[src/rtl/sar_pkg.sv]
// sar_pkg: shared types and sizing helpers for the SAR ADC sequencer.
//   sar_state_t : FSM encoding (IDLE, SAMPLE, CONVERT, DONE)
//   *_DEF       : default resolution / timing parameters
//   cnt_w()     : cycle-counter width, $clog2(max(SAMPLE_CYC, SETTLE_CYC)), min 1
//   idx_w()     : bit-index width, $clog2(N), min 1
package sar_pkg;

    typedef enum logic [1:0] {IDLE, SAMPLE, CONVERT, DONE} sar_state_t;

    localparam int N_DEF          = 4;
    localparam int SAMPLE_CYC_DEF = 2;
    localparam int SETTLE_CYC_DEF = 1;

    // The counter only ever holds (cycles - 1), so $clog2(max) bits suffice.
    function automatic int cnt_w(input int sample_cyc, input int settle_cyc);
        int m;
        m = (sample_cyc > settle_cyc) ? sample_cyc : settle_cyc;
        return ($clog2(m) < 1) ? 1 : $clog2(m);
    endfunction

    function automatic int idx_w(input int n);
        return ($clog2(n) < 1) ? 1 : $clog2(n);
    endfunction

endpackage

[src/rtl/sar_timer.sv]
// sar_timer: loadable down-counter shared by sample and per-bit settle timing.
//   clk, rst_n : clock, async active-low reset
//   load       : load load_val this edge (takes priority over counting)
//   load_val   : value loaded; the interval lasts load_val+1 cycles
//   tc         : count is 0 (last cycle of the interval)
//   near       : count is 1 (next cycle is the last one)
module sar_timer #(
    parameter int W = 1
) (
    input  logic         clk,
    input  logic         rst_n,
    input  logic         load,
    input  logic [W-1:0] load_val,
    output logic         tc,
    output logic         near
);

    logic [W-1:0] cnt;

    always_ff @(posedge clk or negedge rst_n) begin
        if (!rst_n)
            cnt <= '0;
        else if (load)
            cnt <= load_val;
        else if (cnt != '0)
            cnt <= cnt - 1'b1;
    end

    assign tc   = (cnt == '0);
    assign near = (cnt == W'(1));

endmodule

[src/rtl/sar_controller.sv]
// sar_controller: successive-approximation sequencer (sample, then N-bit
// binary search driving the cap-DAC and strobing the comparator).
//   clk, rst_n : clock, async active-low reset
//   start      : conversion request (examined in IDLE and DONE only)
//   comp       : comparator decision, 1 keeps the trial bit
//   sample     : sample switch control
//   comp_en    : comparator strobe, last settle cycle of each bit
//   dac_code   : trial code to the cap-DAC
//   busy       : high in SAMPLE and CONVERT
//   eoc        : one-cycle end-of-conversion pulse
//   dout       : last completed result
module sar_controller
    import sar_pkg::*;
#(
    parameter int N          = N_DEF,
    parameter int SAMPLE_CYC = SAMPLE_CYC_DEF,
    parameter int SETTLE_CYC = SETTLE_CYC_DEF
) (
    input  logic         clk,
    input  logic         rst_n,
    input  logic         start,
    input  logic         comp,
    output logic         sample,
    output logic         comp_en,
    output logic [N-1:0] dac_code,
    output logic         busy,
    output logic         eoc,
    output logic [N-1:0] dout
);

    localparam int CW = cnt_w(SAMPLE_CYC, SETTLE_CYC);
    localparam int IW = idx_w(N);

    localparam logic [CW-1:0] SAMPLE_LD = CW'(SAMPLE_CYC - 1);
    localparam logic [CW-1:0] SETTLE_LD = CW'(SETTLE_CYC - 1);
    localparam logic [IW-1:0] TOP_IDX   = IW'(N - 1);
    // With one settle cycle per bit the strobe is high in every CONVERT cycle.
    localparam logic          SETTLE1   = (SETTLE_CYC == 1);

    sar_state_t    state;
    logic [IW-1:0] idx;
    logic          tmr_load;
    logic [CW-1:0] tmr_val;
    logic          tmr_tc;
    logic          tmr_near;

    sar_timer #(.W(CW)) u_timer (
        .clk      (clk),
        .rst_n    (rst_n),
        .load     (tmr_load),
        .load_val (tmr_val),
        .tc       (tmr_tc),
        .near     (tmr_near)
    );

    // Timer reloads on every interval boundary the FSM is about to cross.
    always_comb begin
        tmr_load = 1'b0;
        tmr_val  = SETTLE_LD;
        case (state)
            IDLE, DONE: if (start) begin
                tmr_load = 1'b1;
                tmr_val  = SAMPLE_LD;
            end
            SAMPLE:  tmr_load = tmr_tc;
            CONVERT: tmr_load = tmr_tc && (idx != '0);
            default: tmr_load = 1'b0;
        endcase
    end

    always_ff @(posedge clk or negedge rst_n) begin
        if (!rst_n) begin
            state    <= IDLE;
            idx      <= '0;
            sample   <= 1'b0;
            comp_en  <= 1'b0;
            dac_code <= '0;
            busy     <= 1'b0;
            eoc      <= 1'b0;
            dout     <= '0;
        end else begin
            eoc <= 1'b0;
            case (state)
                IDLE: if (start) begin
                    state    <= SAMPLE;
                    sample   <= 1'b1;
                    busy     <= 1'b1;
                    dac_code <= '0;
                end
                SAMPLE: if (tmr_tc) begin
                    state    <= CONVERT;
                    sample   <= 1'b0;
                    idx      <= TOP_IDX;
                    dac_code <= {1'b1, {(N-1){1'b0}}};
                    comp_en  <= SETTLE1;
                end
                CONVERT: begin
                    if (tmr_tc) begin
                        dac_code[idx] <= comp;
                        if (idx == '0) begin
                            state   <= DONE;
                            busy    <= 1'b0;
                            eoc     <= 1'b1;
                            comp_en <= 1'b0;
                            dout    <= {dac_code[N-1:1], comp};
                        end else begin
                            dac_code[idx - 1'b1] <= 1'b1;
                            idx                  <= idx - 1'b1;
                            comp_en              <= SETTLE1;
                        end
                    end else begin
                        // Strobe lands in the cycle where the timer reaches 0.
                        comp_en <= tmr_near;
                    end
                end
                DONE: begin
                    dac_code <= '0;
                    if (start) begin
                        state  <= SAMPLE;
                        sample <= 1'b1;
                        busy   <= 1'b1;
                    end else begin
                        state <= IDLE;
                    end
                end
                default: state <= IDLE;
            endcase
        end
    end

endmodule

[config.mk]
export PLATFORM = sky130hd
export DESIGN_NAME = sar_controller
export DESIGN_NICKNAME = d
export VERILOG_FILES = /design/src/rtl/sar_pkg.sv /design/src/rtl/sar_timer.sv /design/src/rtl/sar_controller.sv
export SDC_FILE = /design/constraint.sdc
export NUM_CORES = 1
export LEC_CHECK = 0
export ABC_CLOCK_PERIOD_IN_PS = 4380
export CORE_ASPECT_RATIO = 1.2
export CORE_MARGIN = 8
export CORE_UTILIZATION = 55
export DETAILED_ROUTE_END_ITERATION = 12
export PLACE_DENSITY = 0.82
export SLEW_MARGIN = 40
export SYNTH_ARGS = -nofsm -noshare
export SYNTH_HDL_FRONTEND = slang
export SYNTH_SLANG_ARGS = --single-unit
export TNS_END_PERCENT = 10
[constraint.sdc]
create_clock -name clk -period 4.38 [get_ports clk]
set_input_delay 0.876 -clock clk [delete_from_list [all_inputs] [get_ports clk]]
set_output_delay 0.876 -clock clk [all_outputs]
set_load 0.02 [all_outputs]
==> reports/qor.log, run 1 <==
INFO  synth          asyncSetResetFlopFracSynth=100%
INFO  placement      placed_cell_area=0.00112mm²
INFO  synth          synth_nets=104
INFO  layout         post-route-cell-area=0.00114mm²
INFO  floorplan      floorplan_die_width=54.1µm
INFO  worst_setup_path path_depth=1
INFO  worst_setup_path critPathSlowestCell=clkdlybuf4s50_1
INFO  cts            cts_max_level=1
INFO  sta            finalSetupTns=0ns
INFO  layout         layout.nets=123
INFO  synth          post_synth_instance_area=958µm²
INFO  layout         n_fill_cell=123
INFO  placement      buffer_ports.inserted=15
INFO  worst_setup_path reg2reg_setup_slack=2.63ns
INFO  floorplan      placement_rows=16
INFO  cts            cts-root-buf=clkbuf_4
INFO  worst_setup_path critical_path.endpoint_type=output pin
INFO  cts            worst_skew_pair.late_latency=0.30ns
INFO  sta            skew_final=0.000861ns
INFO  sta            timing.fmax=453MHz
INFO  synth          proportion_of_synthesized_chip_area_in_sequential_cells=44.4%
INFO  placement      gpl.final_weighted_congestion=0.840
INFO  worst_setup_path timing.rr.end=state[1]
INFO  floorplan      die_y=61.7µm
INFO  routing        drt_pre_antenna_iters=4
INFO  synth          synth-warning-count=0
INFO  synth          dominantRegCellSynth=dfrtp_1
INFO  synth          netlist.area_leader.share=44.4%
INFO  global_routing grt_max_degree=18
INFO  pwr            power_leakage=0.549nW
INFO  global_routing gr-total-overflow=0
INFO  synth          ys_top_cells_by_count=dfrtp_1, a21oi_1, ha_1, nor2_1, nand2_1
INFO  worst_setup_path cpPeakStageDelay=0.62ns
INFO  sta            final.period_utilization=50.4%
INFO  layout         antennaDiodeCount=0
INFO  run_status     outcome=complete, no violations
INFO  cts            clockBufferDepth=2
INFO  routing        vias_per_cell=5.57
INFO  pwr            cellPowerDensity=673mW/mm²
INFO  routing        route.detailed.wl_per_inst=14.9µm
INFO  worst_setup_path cp-start-kind=flop
INFO  synth          synthTopCellsByArea=dfrtp_1, ha_1, mux2_4
INFO  layout         drive_gt1_share=15.6%
INFO  worst_setup_path cp_top_family=buffers and inverters
INFO  worst_setup_path critical_path.max_fanout=4
INFO  worst_setup_path path_cells=clkdlybuf4s50_1
INFO  cts            cts.repair_timing.setup_buffer_count=0
INFO  pwr            peakVddDrop=446µV
INFO  cts            post_cts.resized_instances=0
INFO  synth          synth_cells=91
INFO  global_routing number_of_antenna_violations_at_the_first_check_in_global_routing=0
INFO  cts            clkTransAtPathRegs=0.10ns
INFO  sta            relSlewSlack=68.9%
INFO  worst_setup_path worst_ep_required_time=3.50ns
INFO  synth          post-synth-top-count-cell=dfrtp_1
INFO  floorplan      placeableCoreArea=0.00164mm²
INFO  sta            hold_viol_final=0
INFO  global_routing grt_pass1_wl=3240µm
INFO  routing        antenna_violating_nets_post_route=0
INFO  routing        dr_vias=707
INFO  routing        postRouteWirelength=1890µm
INFO  synth          yosys_register_bits=17
INFO  cts            cts_hold_repair.buffers=0
INFO  routing        detail_route.iter0.violations=11
INFO  synth          yosysTopAreaCell=dfrtp_1
INFO  global_routing groute.usage.overall=13.3%
INFO  sta            setup_repair_after_global_routing_missed_its_margin=false
INFO  layout         syn2layout_area_growth=19.2%
INFO  placement      dp_hpwl=1490µm
INFO  worst_setup_path timing.rr.start=state[0]
INFO  synth          synth_area_per_cell=10.5µm²
INFO  worst_setup_path setup.worst_path.class=reg -> out
INFO  run            max_cap_violations=0
INFO  sta            finalCriticalPeriod=2.21ns
INFO  floorplan      effective_utilization_at_floorplan=58.4%
INFO  sta            max_slew.worst_pin.slew=0.466ns
INFO  synth          ys_types=29
INFO  cts            number_of_clock_buffers_inserted_by_tritoncts=3
INFO  cts            cts_num_sinks=17
INFO  floorplan      design.die.area=0.00334mm²
INFO  routing        drc=0
INFO  hold_path      worstHoldPathType=in -> async
INFO  worst_setup_path number_of_cells_on_the_worst_reg_to_reg_path=5
INFO  worst_setup_path worst-endpoint-arrival=1.33ns
INFO  sta            report.final.slew_viol_count=0
INFO  floorplan      io-pin-count=16
INFO  sta            report.final.setup_viol=0
INFO  synth          synth-edff-count=0
INFO  global_routing first_global_vias=710
INFO  cts            cts_tree=built
INFO  worst_setup_path path_buf_inv=1
==> report_power, final <==
part	internal, mW	switching [mW]	total (mW)
Sequential	0.210	0.0538	0.264
Combinational	0.188	0.231	0.419
Clock	0.0341	0.0523	0.0864
==> registers in the layout, indices dropped and copies added, names as in the netlist <==
| signal | count |
|---|---|
| u_timer.near | 1 |
| dac_code | 4 |
| sample | 1 |
| eoc | 1 |
| idx | 2 |
| comp_en | 1 |
| dout | 4 |
| state | 2 |
| busy | 1 |
==> cell usage in the layout (no fill, tap or decap) <==
| cell | synthesis | routed |
|---|---|---|
| o22ai_1 | 1 | 1 |
| dfrtp_1 | 17 | 17 |
| clkbuf_4 | 0 | 3 |
| o211ai_1 | 1 | 1 |
| a31o_1 | 1 | 1 |
| a221oi_1 | 1 | 1 |
| ha_1 | 9 | 9 |
| mux2i_1 | 1 | 1 |
| mux2_2 | 1 | 1 |
| nor2b_4 | 1 | 1 |
| a22o_1 | 1 | 1 |
| nor2_1 | 9 | 9 |
| clkdlybuf4s50_1 | 0 | 14 |
| a31oi_1 | 1 | 1 |
| a211oi_1 | 1 | 1 |
| a32oi_1 | 1 | 1 |
| or2b_4 | 1 | 1 |
| o31ai_1 | 2 | 2 |
| nand2_4 | 1 | 1 |
| nand2_1 | 8 | 8 |
| clkinv_2 | 0 | 1 |
| mux2_4 | 4 | 4 |
| o22ai_2 | 1 | 1 |
| nor2_2 | 1 | 1 |
| o21ai_0 | 5 | 5 |
| o21ai_2 | 1 | 1 |
| a21oi_1 | 9 | 9 |
| nand2_2 | 1 | 1 |
| nand3_1 | 1 | 1 |
| buf_2 | 0 | 1 |
| nor2b_1 | 3 | 3 |
| inv_1 | 6 | 6 |
==> area by class of cell <==
class | count | area (µm²) | share of cell area (%)
multi-input cells | 67 | 499 | 43.7
flip-flops and latches | 17 | 425 | 37.2
well taps | 18 | 22.5 | 1.97
clock buffers | 3 | 22.5 | 1.97
inverters | 6 | 22.5 | 1.97
repair buffers | 15 | 145 | 12.7
clock inverters | 1 | 5.00 | 0.438
==> per-layer routing <==
metal,wire length (µm),GRT usage [%],share of wire (%),vias up
met2,917,22.6,49,19
met1,784,14.4,42,330
met5,0,0,0,-
li1,-,-,-,353
met4,49,7.39,2.6,0
met3,136,4.05,7.2,5
==> through the flow <==
stage	util [%]	hold slack, ns	instances	total power [mW]	worst slack, ns
floorplan	-	0.580	91	0.556	2.79
global placement	68.2	0.480	123	0.665	2.27
detailed placement	68.2	0.494	123	0.687	2.23
CTS	69.9	0.521	127	0.774	2.15
global route	69.6	0.494	127	0.833	2.09
finish	69.6	0.475	127	0.769	2.17
==> kinds of logic after synthesis <==
group / after synthesis / synth area share [%]
compound gates: 26 / 17.6
fa+ha+maj: 9 / 11.7
buf+inv: 7 / 3.52
flops: 17 / 44.4
mux: 6 / 8.49
simple gates: 26 / 14.2
==> worst max path at each step <==
| stage | start | to | slack, ns |
|---|---|---|---|
| floorplan | start | dac_code[1] | 2.79 |
| global placement | start | dac_code[1] | 2.27 |
| detailed placement | start | dac_code[1] | 2.23 |
| CTS | dac_code[2] | dac_code[2] | 2.15 |
| global route | dac_code[1] | dac_code[1] | 2.09 |
| finish | dac_code[1] | dac_code[1] | 2.17 |
No activity file was read; power rests on OpenSTA's default activity.
==> run 2, diff against run 1 <==
--- a/config.mk
+++ b/config.mk
@@ -5,12 +5,12 @@
 export SDC_FILE = /design/constraint.sdc
 export NUM_CORES = 1
 export LEC_CHECK = 0
-export ABC_CLOCK_PERIOD_IN_PS = 4380
+export ABC_CLOCK_PERIOD_IN_PS = 2100
 export CORE_ASPECT_RATIO = 1.2
 export CORE_MARGIN = 8
-export CORE_UTILIZATION = 55
+export CORE_UTILIZATION = 51
 export DETAILED_ROUTE_END_ITERATION = 12
-export PLACE_DENSITY = 0.82
+export PLACE_DENSITY = 0.77
 export SLEW_MARGIN = 40
 export SYNTH_ARGS = -nofsm -noshare
 export SYNTH_HDL_FRONTEND = slang
==> constraint.sdc (replaced) <==
create_clock -name clk -period 2.1 [get_ports clk]
set_input_delay 0.42 -clock clk [delete_from_list [all_inputs] [get_ports clk]]
set_output_delay 0.42 -clock clk [all_outputs]
set_load 0.02 [all_outputs]
==> run 2 against run 1 <==
Effect of this change: critical path depth did not move; combinational power increased by 110%; sequential share of layout area decreased by 0.64 points; routed wire length rose by 0.11%; critical endpoint is now dac_code[0]; largest cell class unchanged.
==> reports/qor.log, run 2 (same netlist as run 1, synthesis figures left out) <==
INFO  floorplan      effective_utilization_at_floorplan=53.0%
INFO  cts            number_of_clock_buffers_inserted_by_tritoncts=3
INFO  routing        dr_vias=717
INFO  worst_setup_path worst_ep_required_time=1.68ns
INFO  global_routing grt_pass1_wl=3390µm
INFO  sta            finalHoldWorstSlack=0.428ns
INFO  worst_setup_path cpPeakStageDelay=0.62ns
INFO  placement      dp_hpwl=1450µm
INFO  run_status     outcome=complete, no violations
INFO  cts            clockBufferDepth=2
INFO  sta            relSlewSlack=76.2%
INFO  placement      gpl.final_weighted_congestion=0.766
INFO  pwr            p_int=915µW
INFO  sta            layout_setup_ws=0.349ns
INFO  sta            finalCriticalPeriod=1.75ns
INFO  floorplan      placement_rows=17
INFO  global_routing globalRouteMet2Util=19.1%
INFO  sta            finalSetupTns=0ns
INFO  cts            cts_num_sinks=17
INFO  sta            final.period_utilization=83.4%
INFO  cts            cts.repair_timing.setup_buffer_count=0
INFO  routing        route.detailed.wl_per_inst=14.5µm
INFO  cts            cts_tree=built
INFO  worst_setup_path critPathSlowestCell=clkdlybuf4s50_1
INFO  global_routing gr-total-overflow=0
INFO  sta            max_slew.worst_pin.slew=0.356ns
INFO  floorplan      die_y=63.5µm
INFO  layout         drive_gt1_share=15.3%
INFO  layout         reg_top3=dac_code: 4 flops, dout: 4 flops
INFO  layout         n_fill_cell=139
INFO  worst_setup_path path_buf_inv=1
INFO  global_routing gr-usage-met1=13.1%
INFO  pwr            peakVddDrop=709µV
INFO  placement      place_worst_setup_slack=0.426ns
INFO  global_routing first_global_vias=755
INFO  global_routing grt_max_degree=18
INFO  worst_setup_path critical_path.max_fanout=3
INFO  routing        vias_per_cell=5.52
INFO  run            max_cap_violations=0
INFO  sta            hold_viol_final=0
INFO  sta            timing.fmax=571MHz
INFO  layout         sequential_cell_area=425µm²
INFO  worst_setup_path setup.worst_path.class=reg -> out
INFO  floorplan      io-pin-count=16
INFO  worst_setup_path cp-start-kind=flop
INFO  cts            cts-root-buf=clkbuf_4
INFO  cts            clkTransAtPathRegs=0.10ns
INFO  worst_setup_path worst-endpoint-arrival=1.33ns
INFO  routing        drc=0
INFO  pwr            reg_power_share=34.1%
INFO  worst_setup_path cp_top_family=buffers and inverters
INFO  sta            skew_final=0.00927ns
INFO  global_routing groute.usage.overall=11.5%
INFO  worst_setup_path path_cells=clkdlybuf4s50_1
INFO  floorplan      placeableCoreArea=0.00181mm²
INFO  sta            setup_repair_after_global_routing_missed_its_margin=false
INFO  pwr            clock_power_share=11.3%
INFO  sta            report.final.setup_viol=0
INFO  cts            post_cts.resized_instances=0
INFO  cts            cts_hold_repair.buffers=0
INFO  layout         multiInputGateArea=499µm²
INFO  routing        drt_pre_antenna_iters=4
INFO  cts            worst_skew_pair.late_latency=0.30ns
INFO  pwr            power.share.combinational=54.6%
INFO  layout         antennaDiodeCount=0
INFO  pwr            cellPowerDensity=1390mW/mm²
INFO  layout         final_cell_count_no_fill=130
INFO  layout         layout_commonest_cell=dfrtp_1
INFO  global_routing met3_usage=3.21%
INFO  pwr            power_leakage=0.556nW
INFO  pwr            switching_share=43.2%
INFO  worst_setup_path critical_path.endpoint_type=output pin
INFO  placement      placed_cells=126
INFO  worst_setup_path reg2reg_setup_slack=0.39ns
INFO  global_routing grt_most_used_layer=met2
INFO  sta            report.final.slew_viol_count=0
INFO  routing        antenna_violating_nets_post_route=0
INFO  layout         mostFrequentLayoutCells=dfrtp_1, clkdlybuf4s50_1, nor2_1, a21oi_1, ha_1
INFO  floorplan      floorplan_die_width=55.6µm
INFO  placement      buffer_ports.inserted=15
INFO  global_routing number_of_antenna_violations_at_the_first_check_in_global_routing=0
INFO  layout         layout.nets=125
INFO  floorplan      design.die.area=0.00353mm²
INFO  hold_path      worstHoldPathType=in -> async
INFO  layout         syn2layout_area_growth=21.3%
INFO  routing        postRouteWirelength=1890µm
INFO  pwr            power_switching=697µW
INFO  routing        detail_route.iter0.violations=6
INFO  cts            cts_max_level=1
run 2: layout make-up:
type	count	area share (%)
Multi-Input combinational cell	67	42.9
Sequential cell	17	36.6
Timing Repair Buffer	17	14.2
Clock buffer	4	2.26
Tap cell	19	2.05
Inverter	6	1.94
run 2: layer usage:
| layer | routed length (µm) | vias up |
|---|---|---|
| li1 | - | 358 |
| met1 | 842 | 339 |
| met2 | 904 | 15 |
| met3 | 106 | 5 |
| met4 | 37 | 0 |
| met5 | 0 | - |
run 2: worst paths after layout:
path	startpoint	to	cells after the start
worst max register to register	state[0]	state[1]	6
min in group clk	comp_en	comp_en	2
worst min register to register	comp_en	comp_en	2
worst max-delay path	dac_code[0]	dac_code[0]	1
max in group asynchronous	rst_n	dout[2]	2
worst min-delay path	rst_n	dac_code[1]	2
run 2: power by group through the flow:
stage / clock (mW) / sequential (mW) / combinational [mW]
global placement: 0 / 0.549 / 0.862
CTS: 0.185 / 0.551 / 0.887
finish: 0.182 / 0.550 / 0.880
global route: 0.195 / 0.570 / 0.983
floorplan: 0 / 0.617 / 0.543
detailed placement: 0 / 0.558 / 0.881
run 2: through the flow:
| step | cell area, µm² | power, mW | util [%] |
|---|---|---|---|
| final | 1160 | 1.61 | 64.3 |
| after global placement | 1140 | 1.41 | 62.8 |
| after detailed placement | 1140 | 1.44 | 62.8 |
| after global routing | 1160 | 1.75 | 64.3 |
| after floorplan | 958 | 1.16 | - |
| after CTS | 1160 | 1.62 | 64.3 |
==> run 3, diff against run 2 <==
--- a/config.mk
+++ b/config.mk
@@ -5,12 +5,12 @@
 export SDC_FILE = /design/constraint.sdc
 export NUM_CORES = 1
 export LEC_CHECK = 0
-export ABC_CLOCK_PERIOD_IN_PS = 2100
+export ABC_CLOCK_PERIOD_IN_PS = 1400
 export CORE_ASPECT_RATIO = 1.2
 export CORE_MARGIN = 8
-export CORE_UTILIZATION = 51
+export CORE_UTILIZATION = 46
 export DETAILED_ROUTE_END_ITERATION = 12
-export PLACE_DENSITY = 0.77
+export PLACE_DENSITY = 0.73
 export SLEW_MARGIN = 40
 export SYNTH_ARGS = -nofsm -noshare
 export SYNTH_HDL_FRONTEND = slang
==> constraint.sdc (replaced) <==
create_clock -name clk -period 1.4 [get_ports clk]
set_input_delay 0.28 -clock clk [delete_from_list [all_inputs] [get_ports clk]]
set_output_delay 0.28 -clock clk [all_outputs]
set_load 0.02 [all_outputs]
==> run 3 against run 2 <==
Effect of this change: the run now ends with setup timing left; design area increased by 16%; critical path depth increased by 4; die area increased by 7.9%; register-to-register slack got worse by 0.40 ns; clock skew decreased by 0.0071 ns; final cell count increased by 15%; critical path type is now reg -> reg; critical endpoint is now dac_code[2]; largest cell class unchanged.
==> reports/qor.log, run 3 (same netlist as run 1, synthesis figures left out) <==
INFO  cts            cts_tree=built
INFO  cts            worst_skew_pair.late_latency=0.30ns
INFO  layout         antennaDiodeCount=0
INFO  sta            final.period_utilization=100%
INFO  routing        dr_vias=808
INFO  placement      buffer_ports.inserted=15
INFO  worst_setup_path cp-start-kind=flop
INFO  worst_setup_path critical_path.max_fanout=7
INFO  cts            cts-root-buf=clkbuf_4
INFO  floorplan      design.die.area=0.00381mm²
INFO  sta            layout_setup_ws=-0.00546ns
INFO  cts            cts_num_sinks=17
INFO  sta            finalCriticalPeriod=1.41ns
INFO  routing        route.detailed.wl_per_inst=14.1µm
INFO  pwr            p_int=1.63mW
INFO  layout         layout_commonest_cell=buf_4
INFO  worst_setup_path number_of_cells_on_the_worst_reg_to_reg_path=5
INFO  sta            max_slew.worst_pin.slew=0.352ns
INFO  layout         mostFrequentLayoutCells=buf_4, dfrtp_1, dlygate4sd2_1, a21oi_1, nand2_1
INFO  sta            finalSetupTns=-0.00546ns
INFO  global_routing groute.usage.overall=11.4%
INFO  hold_path      worstHoldPathType=in -> async
INFO  pwr            reg_power_share=28.1%
INFO  pwr            switching_share=42.1%
INFO  layout         finish.utilization=67.4%
INFO  layout         post-route-cell-area=0.00135mm²
INFO  sta            setup_repair_after_global_routing_missed_its_margin=true
INFO  cts            clkTransAtPathRegs=0.11ns
INFO  placement      placed_cell_area=0.00127mm²
INFO  sta            report.final.setup_viol=1
INFO  floorplan      floorplan_die_width=57.7µm
INFO  pwr            clock_power_share=10.0%
INFO  global_routing number_of_antenna_violations_at_the_first_check_in_global_routing=0
INFO  sta            report.final.slew_viol_count=0
INFO  sta            hold_viol_final=0
INFO  layout         reg_top3=dac_code: 4 flops, dout: 4 flops
INFO  worst_setup_path worst_ep_required_time=1.61ns
INFO  global_routing gr-total-overflow=0
INFO  run_status     violations=setup timing
INFO  floorplan      io-pin-count=16
INFO  routing        postRouteWirelength=2100µm
INFO  layout         n_fill_cell=156
INFO  worst_setup_path timing.rr.end=dac_code[2]
INFO  worst_setup_path reg2reg_setup_slack=-0.005ns
INFO  pwr            cellPowerDensity=2090mW/mm²
INFO  run            max_cap_violations=0
INFO  sta            relSlewSlack=76.5%
INFO  pwr            power.share.combinational=61.9%
INFO  sta            skew_final=0.00220ns
INFO  global_routing first_global_vias=791
INFO  floorplan      placement_rows=18
INFO  routing        drt_pre_antenna_iters=4
INFO  cts            cts_hold_repair.buffers=0
INFO  pwr            power_switching=1.19mW
INFO  routing        antenna_violating_nets_post_route=0
INFO  floorplan      die_y=66µm
INFO  worst_setup_path timing.rr.start=state[0]
INFO  routing        vias_per_cell=5.42
INFO  worst_setup_path worst-endpoint-arrival=1.62ns
INFO  cts            number_of_clock_buffers_inserted_by_tritoncts=3
INFO  routing        detail_route.iter0.violations=18
INFO  worst_setup_path setup.worst_path.class=reg -> reg
INFO  placement      dp_hpwl=1560µm
INFO  floorplan      placeableCoreArea=0.00200mm²
INFO  sta            timing.fmax=712MHz
INFO  cts            clockBufferDepth=2
INFO  cts            cts_max_level=1
INFO  pwr            peakVddDrop=1210µV
INFO  global_routing grt_pass1_wl=3470µm
INFO  worst_setup_path critical_path.endpoint_type=flop
INFO  global_routing grt_max_degree=18
INFO  floorplan      effective_utilization_at_floorplan=47.8%
INFO  layout         syn2layout_area_growth=41.0%
INFO  run_status     outcome=finished, violations left
INFO  layout         layout.nets=143
INFO  routing        drc=0
INFO  placement      gpl.final_weighted_congestion=0.768
INFO  layout         drive_gt1_share=36.4%
INFO  pwr            power_leakage=0.678nW
[run 3: cell count changes in the layout (fill, tap and decap cells not counted), sizes merged]
cell,delta
buf,+18
dlygate4sd2,+12
clkdlybuf4s50,-12
clkinvlp,+1
clkbuf,-1
[run 3: power by group through the flow]
stage	logic, mW	clock network [mW]	registers (mW)
3_3_place_gp	1.58	0	0.786
2_1_floorplan	0.829	0	0.926
6_report	1.75	0.281	0.792
5_1_grt	1.92	0.304	0.813
3_5_place_dp	1.62	0	0.791
4_1_cts	1.59	0.287	0.781
[run 3: worst max-delay path, stage by stage, from the launching register on]
cell and delay (ns):
dfrtp_1 0.41, buf_4 0.15, ha_2 0.21, o21ai_2 0.19, nand2_4 0.10, o31ai_2 0.26
[run 3: cell type report]
| cell class | instances | area, µm² | share of cell area [%] |
|---|---|---|---|
| clock buffer | 3 | 22.5 | 1.67 |
| clock inverter | 1 | 7.51 | 0.556 |
| inverter | 6 | 22.5 | 1.67 |
| multi-input combinational | 67 | 559 | 41.4 |
| sequential | 17 | 425 | 31.5 |
| tap | 20 | 25.0 | 1.85 |
| timing repair buffer | 35 | 289 | 21.4 |
[run 3: repair_timing]
| item | in CTS | in global routing |
|---|---|---|
| setup endpoints to repair | 23 | 14 |
| endpoints found under the hold margin | 0 | 0 |
| buffers inserted | 0 | 2 |
| gates resized for setup | 16 | 10 |
| pin swaps | 0 | 5 |
| cloned | 0 | 0 |
[run 3: stage by stage]
| step | setup slack [ns] | hold slack, ns | power, mW | instances |
|---|---|---|---|---|
| 3_5_place_dp | -0.0630 | 0.496 | 2.41 | 143 |
| 2_1_floorplan | 0.00261 | -0.0156 | 1.76 | 91 |
| 3_3_place_gp | -0.0415 | 0.481 | 2.36 | 143 |
| 4_1_cts | -0.0194 | 0.305 | 2.65 | 147 |
| 6_report | -0.00546 | 0.295 | 2.82 | 149 |
| 5_1_grt | -0.0775 | 0.302 | 3.03 | 149 |
[run 3: worst max path at each step]
| stage | start | end | depth (start not counted) |
|---|---|---|---|
| 3_3_place_gp | state[0] | dout[1] | 5 |
| 2_1_floorplan | state[0] | dac_code[1] | 6 |
| 4_1_cts | state[0] | dac_code[2] | 5 |
| 6_report | state[0] | dac_code[2] | 5 |
| 5_1_grt | state[0] | state[0] | 5 |
| 3_5_place_dp | start | dac_code[1] | 5 |
[run 3: routing by layer]
layer	up-vias	track usage, %	share of wire (%)
li1	397	-	-
met1	381	12.7	42
met2	25	20.0	51
met3	5	3.11	4.7
met4	0	4.60	1.8
met5	-	0	0
==> variant: new RTL, flow settings as in run 2 <==
Change the package constant `N_DEF` from 4 to 8.
--- a/src/rtl/sar_pkg.sv
+++ b/src/rtl/sar_pkg.sv
@@ -8,5 +8,5 @@
     typedef enum logic [1:0] {IDLE, SAMPLE, CONVERT, DONE} sar_state_t;
 
-    localparam int N_DEF          = 4;
+    localparam int N_DEF          = 8;
     localparam int SAMPLE_CYC_DEF = 2;
     localparam int SETTLE_CYC_DEF = 1;
Ports: changed (resized dac_code and dout); port bits go from 16 to 24. No check against the original RTL was run, so the function may have changed too.
==> variant against run 2 <==
  * Register-to-register slack worse by 0.14 ns
  * Global-route usage increased by 2.6 points
  * Total power rose by 17%
  * Setup slack worse by 0.099 ns
  * Synthesized area is 53% higher
  * Largest cell class unchanged
  * Routed wire length rose by 69%
  * Sequential cell count is 9 higher
  * Final area rose by 53%
  * Die area is 38% higher
  * Highest routed layer unchanged
  * Worst hold slack better by 0.020 ns
==> variant: results (changes against run 2) <==
| Metric | Value |
|---|---|
| Cts bufs inserted | `3 (unchanged)` |
| Final cell count without fillers | `199 (was 130)` |
| H-tree Lvls | `1 (unchanged)` |
| CP Max Fanout | `6 (was 3)` |
| Post-synthesis mux area share | `13.5% (was 8.49%)` |
| Yosys Warn Count | `0 (unchanged)` |
| Mean number of vias per cell | `5.72 (was 5.52)` |
| GRT Overall Usage | `14.1% (was 11.5%)` |
| Worst-skew pair later-pin latency | `0.32 ns (was 0.30 ns)` |
| P_leak | `0.794 nW (was 0.556 nW)` |
| HP Class | `in2async (unchanged)` |
| Mean Syn Cell Area | `10.6 um^2 (was 10.5 um^2)` |
| Adder-cell share of the synthesized area | `6.81% (was 11.7%)` |
| Top post-synthesis cells by area | `dfrtp_1, mux2_4, ha_1 (was dfrtp_1, ha_1, mux2_4)` |
| Top flop regs | `dac_code: 8 flops, dout: 8 flops, idx: 3 flops (was dac_code: 4 flops, dout: 4 flops)` |
| First-pass GRT wire length | `5520 um (was 3390 um)` |
| DPL Wire Length | `2380 um (was 1450 um)` |
| RePlAce Congestion | `0.805 (was 0.766)` |
| Async S/R FF share, synth | `100% (unchanged)` |
| Slowest-stage cell, CP | `dfrtp_1 (was clkdlybuf4s50_1)` |
| Data arrival time of the critical path | `2.07 ns (was 1.33 ns)` |
| Seq/Total Area, Yosys | `44.3% (was 44.4%)` |
| Clock Path Buffers | `2 (unchanged)` |
| Post-synth cell types | `36 (was 29)` |
| Antenna violations before repair | `0 (unchanged)` |
| Drt pass-1 iters | `4 (unchanged)` |
| Resized cells post-CTS | `0 (unchanged)` |
| Fraction of layout cells with a size suffix above 1 | `17.6% (was 15.3%)` |
| Post-synthesis xor/xnor area fraction | `0% (unchanged)` |
| Wire per inst | `16.1 um (was 14.5 um)` |
| Peak supply drop | `0.799 mV (was 0.709 mV)` |
| Setup bufs post-CTS | `0 (unchanged)` |
| Buffers added on ports | `23 (was 15)` |
| CP peak stage delay | `0.44 ns (was 0.62 ns)` |
| Syn nets | `151 (was 104)` |
| Clock transition at path regs | `0.15 ns (was 0.10 ns)` |
| Antenna diode count | `0 (unchanged)` |
| Nets | `178 (was 125)` |
| Largest net degree at the start of global routing | `27 (was 18)` |
| Clk_skew | `0.00770 ns (was 0.00927 ns)` |
| Initial DRC count | `32 (was 6)` |
| Status | `completed (unchanged)` |
| Slew margin rel. | `71.0% (was 76.2%)` |
| Synth Area in Compound Gates | `15.6% (was 17.6%)` |
| Most common library cells after synthesis | `dfrtp_1, nand2_1, a21oi_1 (was dfrtp_1, a21oi_1, ha_1, nor2_1, nand2_1)` |
| Vias in the first global route | `1,259 (was 755)` |
variant: worst reg2reg max path, stage by stage (launching register included):
cell,delay [ns]
dfrtp_1,0.44
inv_1,0.15
ha_1,0.33
inv_2,0.12
nor3_4,0.19
buf_4,0.20
mux2_4,0.31
variant: logic make-up after synthesis:
kind of cell	after synthesis
compound gates	38
simple gates	40
mux	15
flops	26
fa+ha+maj	8
buf+inv	12
variant: final timing paths:
path / from / endpoint / cells past startpoint / slack, ns
max reg2reg: state[0]$_DFFE_PN0P_ / dout[4]$_DFFE_PN0P_ / 6 / 0.25
min reg2reg: dout[3]$_DFFE_PN0P_ / dout[3]$_DFFE_PN0P_ / 1 / 0.53
max: state[0]$_DFFE_PN0P_ / dout[4]$_DFFE_PN0P_ / 6 / 0.25
min in group clk: dout[3]$_DFFE_PN0P_ / dout[3]$_DFFE_PN0P_ / 1 / 0.53
min: rst_n / dout[1]$_DFFE_PN0P_ / 2 / 0.45
max in group asynchronous: rst_n / comp_en$_DFFE_PN0P_ / 2 / 1.40
variant: area by class of cell:
type | count | area, um^2
Clock buffer | 3 | 22.5
Clock inverter | 1 | 30.0
Fill cell | 226 | 977
Inverter | 7 | 26.3
Multi-Input combinational cell | 101 | 749
Sequential cell | 26 | 651
Tap cell | 34 | 42.5
Timing Repair Buffer | 27 | 260
variant: report_power, final:
part	internal [mW]	switching [mW]
logic	0.337	0.507
clock network	0.193	0.153
registers	0.580	0.116
variant: through the flow:
step                total power, mW  hold slack [ns]  setup WS, ns  util (%)  cell area (um^2)
floorplan                      1.31            0.124         0.412         -              1470
global placement               1.51            0.492         0.305      62.7              1730
detailed placement             1.55            0.500         0.255      62.7              1730
CTS                            1.90            0.451         0.259      64.6              1780
global route                   2.04            0.479         0.159      64.6              1780
finish                         1.89            0.448         0.251      64.6              1780
variant: layer usage:
layer  vias up  part of all wire, %  global-route usage (%)
li1        544                    -                       -
met2        29                   51                    24.3
met1       563                   43                    15.3
met5         -                    0                       0
met4         0                 0.62                    6.31
met3         2                  6.2                    4.91
